===== src/rtl/serial_tx_scheduler.sv =====
// serial_tx_scheduler: shares one dual-lane bit-serial buffer among NUM_REQ requesters, timing load, shift window and gap.
// Build option: SCHED_FIXED_PRIO_EN selects fixed lowest-index priority instead of round-robin.
module serial_tx_scheduler #(
    parameter int NUM_REQ    = 4,
    parameter int WORD_W     = 128,
    parameter int GAP_CYCLES = 2
) (
    input  logic                       clk,
    input  logic                       rst,
    input  logic [NUM_REQ-1:0]         req,
    input  logic [NUM_REQ*WORD_W-1:0]  word_1,
    input  logic [NUM_REQ*WORD_W-1:0]  word_2,
    output logic [NUM_REQ-1:0]         ack,
    output logic [WORD_W-1:0]          buf_in_1,
    output logic [WORD_W-1:0]          buf_in_2,
    output logic                       buf_send,
    output logic [$clog2(NUM_REQ)-1:0] grant_id,
    output logic                       busy,
    output logic                       tx_done
);
    localparam int IW = $clog2(NUM_REQ);
    localparam int CW = $clog2(WORD_W + 1);
    localparam int GW = GAP_CYCLES > 0 ? $clog2(GAP_CYCLES + 1) : 1;
    localparam logic [CW-1:0] CNT_LAST = CW'(WORD_W - 1);
    localparam logic [CW-1:0] CNT_PRE = CW'(WORD_W - 2);
    localparam logic [GW-1:0] GAP_LAST = GW'(GAP_CYCLES - 1);

    typedef enum logic [1:0] {IDLE, LOAD, SHIFT, GAP} state_t;

    state_t        state;
    logic [CW-1:0] cnt;
    logic [GW-1:0] gap_cnt;
    logic [IW-1:0] win;

`ifdef SCHED_FIXED_PRIO_EN
    always_comb begin
        win = '0;
        for (int i = NUM_REQ - 1; i >= 0; i--)
            if (req[IW'(i)]) win = IW'(i);
    end
`else
    logic [IW-1:0] ptr;
    logic [IW-1:0] idx;
    // Scan offsets high to low so the smallest offset from ptr is written last and wins.
    always_comb begin
        win = ptr;
        idx = '0;
        for (int i = NUM_REQ - 1; i >= 0; i--) begin
            idx = IW'((int'(ptr) + i) % NUM_REQ);
            if (req[idx]) win = idx;
        end
    end
`endif

    always_ff @(posedge clk) begin
        if (rst) begin
            state    <= IDLE;
            ack      <= '0;
            buf_send <= 1'b0;
            tx_done  <= 1'b0;
            busy     <= 1'b0;
            grant_id <= '0;
            buf_in_1 <= '0;
            buf_in_2 <= '0;
            cnt      <= '0;
            gap_cnt  <= '0;
`ifndef SCHED_FIXED_PRIO_EN
            ptr      <= '0;
`endif
        end else begin
            ack      <= '0;
            buf_send <= 1'b0;
            tx_done  <= 1'b0;
            case (state)
                IDLE: if (|req) begin
                    state    <= LOAD;
                    busy     <= 1'b1;
                    ack      <= NUM_REQ'(1) << win;
                    buf_send <= 1'b1;
                    grant_id <= win;
                    buf_in_1 <= WORD_W'(word_1 >> (int'(win) * WORD_W));
                    buf_in_2 <= WORD_W'(word_2 >> (int'(win) * WORD_W));
`ifndef SCHED_FIXED_PRIO_EN
                    ptr      <= (win == IW'(NUM_REQ - 1)) ? '0 : win + 1'b1;
`endif
                end
                LOAD: begin
                    state   <= SHIFT;
                    cnt     <= '0;
                    tx_done <= WORD_W == 1;
                end
                SHIFT: if (cnt == CNT_LAST) begin
                    state   <= GAP_CYCLES == 0 ? IDLE : GAP;
                    busy    <= GAP_CYCLES != 0;
                    gap_cnt <= '0;
                end else begin
                    cnt     <= cnt + 1'b1;
                    tx_done <= cnt == CNT_PRE;
                end
                GAP: if (gap_cnt == GAP_LAST) begin
                    state <= IDLE;
                    busy  <= 1'b0;
                end else begin
                    gap_cnt <= gap_cnt + 1'b1;
                end
                default: state <= IDLE;
            endcase
        end
    end
endmodule

===== config.mk =====
export PLATFORM = sky130hd
export DESIGN_NAME = serial_tx_scheduler
export DESIGN_NICKNAME = d
export VERILOG_FILES = /design/src/rtl/serial_tx_scheduler.sv
export SDC_FILE = /design/constraint.sdc
export NUM_CORES = 1
export LEC_CHECK = 0
export ABC_AREA = 1
export BUFFER_PORTS_ARGS = -buffer_cell sky130_fd_sc_hd__buf_4
export CAP_MARGIN = 25
export CORE_AREA = 2 2 506 508
export DETAILED_ROUTE_END_ITERATION = 8
export DIE_AREA = 0 0 508 510
export PLACE_DENSITY = 0.35
export SKIP_CTS_REPAIR_TIMING = 1
export SYNTH_ARGS = -nofsm -noshare
export SYNTH_HDL_FRONTEND = slang
export SYNTH_SLANG_ARGS = --single-unit
export TNS_END_PERCENT = 5

===== constraint.sdc =====
create_clock -name clk -period 2.4 [get_ports clk]
set_clock_uncertainty 0.15 [all_clocks]
set_input_delay 0.12 -clock clk [delete_from_list [all_inputs] [get_ports clk]]
set_output_delay 0.12 -clock clk [all_outputs]
set_load 0.01 [all_outputs]

==> run_results.csv <==
group,metric,value,unit
floorplanning,io_pins,1295,
floorplanning,rows,185,
critical_path,startpoint_type,"flop",
critical_path,path_delay_family,"simple AND/OR/NAND/NOR gates",
detailed_routing,drc,0,
synthesis,syn-cell-area,0.0180,mm^2
critical_path,reg2reg_slack,-0.09,ns
timing,fin_crit,2.49,ns
timing,rsz0062_at_grt,"true",
timing,drv_slew,0,
synthesis,syn_avg_cell_area,5.96,um^2
run,maxCapViolations,0,
power,power,57300,uW
floorplanning,die_w,508,um
grt,antenna_found_initial,202,
power,ir_worst_vdd,0.000617,V
power,leakage,0.0222,uW
synthesis,async_flop_share,0,
critical_path,reg2reg_from,"ptr[0]$_SDFFE_PP0N_",
run_status,status,"finished, violations left",
cells_and_area,layout_commonest_cell,"buf_4",
cts,cts_buffers,49,
critical_path,rr_worst_depth,16,
detailed_routing,viasPerCell,3.73,
timing,final-setup-viol-count,47,
grt,grt_use_total,0.160,
hold_path,hold_start,"req[2]",
timing,slew_headroom,0.594,
cells_and_area,nets,6497,
timing,fmax,0.402,GHz
cells_and_area,ff_latch_area,0.00559,mm^2
cts,cts_tree,"done",
power,p_per_area,1180,mW/mm^2
detailed_routing,wl_per_cell,26.6,um
place,gp_congestion,0.922,
critical_path,rr_endpoint,"buf_in_2[118]$_SDFFE_PP0N_",
detailed_routing,drt-total-wl,237,mm
synthesis,postSynthCellCount,3020,
cells_and_area,drive_gt1_frac,0.347,
critical_path,endpoint_kind,"flop",
place,placed_cells,7668,
run_status,failed_checks,"negative setup slack",
critical_path,crit_chain,"buf_6, o21ai_4, nand2_1, nand2_1, nand2_2, nand2_4, nand2_4, nand2_8, nand2_8, buf_12, buf_12, buf_8, nand2_1, nand3_1, nand3_2, nand2_1",
cells_and_area,fin_cells,8933,
synthesis,yosysSeqAreaShare,0.310,
timing,worst_pin_slew,0.604,ns
timing,fin_crit_sh,1.04,
critical_path,cp_slowest_cell,"dfxtp_4",
place,portBuffers,1294,
critical_path,worstPathArrival,2.90,ns
timing,fin_setup_tns,-1.35,ns
grt,grt-ovfl-total,0,
floorplanning,die_area,0.259,mm^2
cts,cts_root_buffer,"clkbuf_16",
synthesis,synth_top_flop_cell,"dfxtp_1",
grt,grt_max_degree,58,
hold_path,min_path_type,"input port to flop",
cells_and_area,multiInputGateArea,0.0119,mm^2
synthesis,ys_types,31,
cts,cts_sinks,279,
synthesis,synth-warning-count,0,
critical_path,cp.required,2.81,ns
critical_path,slowest_delay,0.38,ns
grt,grt_pass1_wl,276,mm
synthesis,yosysTopAreaCellShare,0.359,
detailed_routing,ant_nets,0,
cells_and_area,area_growth_syn_to_layout,170,%
synthesis,synthTopCellsByArea,"nand3_1, dfxtp_1, nand2_1",
floorplanning,start_util,0.0710,
cts,path_clk_slew,0.06,ns
cells_and_area,final_cell_mix,"buf_4, nand3_1, dlygate4sd3_1, nand2_1, dfxtp_1",
cts,htreeDepth,2,
critical_path,path_max_fanout,29,
detailed_routing,drtIter0Drc,2449,
detailed_routing,num_vias,33300,
synthesis,synth_nets,4059,
hold_path,min_path_cells,6,
critical_path,path_buf_inv,4,
detailed_routing,dr.pass1.iters,6,
cts,cts_max_path_buffers,3,
synthesis,ys_ff_latch,279,
cells_and_area,fill_cells,28700,
grt,grt_pass1_vias,28000,
timing,worst_slack,-0.0895,ns
critical_path,path_class,"flop to flop",
synthesis,synth_area_leader_cell,"nand3_1",
synthesis,synth_edf_count,0,
cts,clk_latency,0.68,ns
floorplanning,die_h,510,um
timing,hold_viol,0,
critical_path,crit_top_cell,"nand2_1",
place,dp_hpwl,189,mm
floorplanning,core_area,0.253,mm^2
cells_and_area,fin_util,0.192,
hold_path,hold_end,"state[1]$_SDFFE_PP0P_",
[Yosys cell counts (4+ instances only)]
cell / n
clkbuf_1: 43
inv_1: 27
dfxtp_1: 279
ha_1: 9
o21ai_0: 8
a21oi_1: 10
buf_2: 198
buf_1: 29
nand2_1: 1074
nand3_1: 1291
nor2_1: 10
buf_4: 9
inv_2: 4
nor3_1: 6
[worst max-delay path by stage]
stage,startpoint,endpoint,slack [ns],cells after the start
detailed placement,ptr[0]$_SDFFE_PP0N_,buf_in_1[85]$_SDFFE_PP0N_,-0.60,14
global route,ptr[0]$_SDFFE_PP0N_,buf_in_2[118]$_SDFFE_PP0N_,-0.21,15
finish,ptr[0]$_SDFFE_PP0N_,buf_in_2[118]$_SDFFE_PP0N_,-0.09,16
floorplan,ptr[0]$_SDFFE_PP0N_,buf_in_1[25]$_SDFFE_PP0N_,0.48,17
CTS,ptr[0]$_SDFFE_PP0N_,buf_in_1[85]$_SDFFE_PP0N_,-0.61,14
global placement,ptr[0]$_SDFFE_PP0N_,buf_in_1[41]$_SDFFE_PP0N_,-0.64,16
[tightest hold or removal path: cells and delay by family]
| family | cells | cell delay (ns) |
|---|---|---|
| buf+inv | 2 | 0.26 |
| compound gates | 1 | 0.17 |
| simple gates | 3 | 0.28 |
[per-stage QoR]
step                      hold slack, ns  area [um^2]  worst slack [ns]
final                             0.0839        48600           -0.0895
after global routing               0.144        48500            -0.208
after CTS                         -0.486        35300            -0.612
after detailed placement           0.238        33500            -0.597
after global placement             0.227        33500            -0.641
after floorplan                   0.0391        18000             0.478
[per-layer routing]
metal,GRT usage,share of wire
met1,0.176,0.41
met2,0.268,0.46
met3,0.0852,0.089
met4,0.0396,0.037
met5,0,0.0038
[sequential cells by signal, indices dropped and copies added, names as in the netlist]
name,cells
ack,4
buf_in_1,128
buf_in_2,128
buf_send,1
busy,1
cnt,8
gap_cnt,2
grant_id,2
ptr,2
state,2
tx_done,1
[final cells by class]
class / count / area share
repair buffers: 2669 / 0.512
multi-input cells: 2426 / 0.244
flip-flops and latches: 279 / 0.115
well taps: 3366 / 0.0867
clock buffers: 75 / 0.0304
clock inverters: 15 / 0.00500
diodes: 70 / 0.00361
inverters: 33 / 0.00281
[where the power goes]
group / switching (uW) / leakage (uW) / internal, uW
clock: 3270 / 0.000830 / 4850
sequential: 1140 / 0.00231 / 6260
combinational: 24200 / 0.0191 / 17700
total: 28600 / 0.0222 / 28800
[logic make-up after synthesis]
logic type,Yosys count,synth area share
AO/OA/AOI/OAI,26,0.00904
XOR/XNOR,1,0.000487
adder cells (fa/ha/maj),9,0.00626
buffers and inverters,315,0.0827
flip-flops,279,0.310
AND/OR/NAND/NOR,2390,0.591
Note: power is estimated with default switching activity, not from simulation.
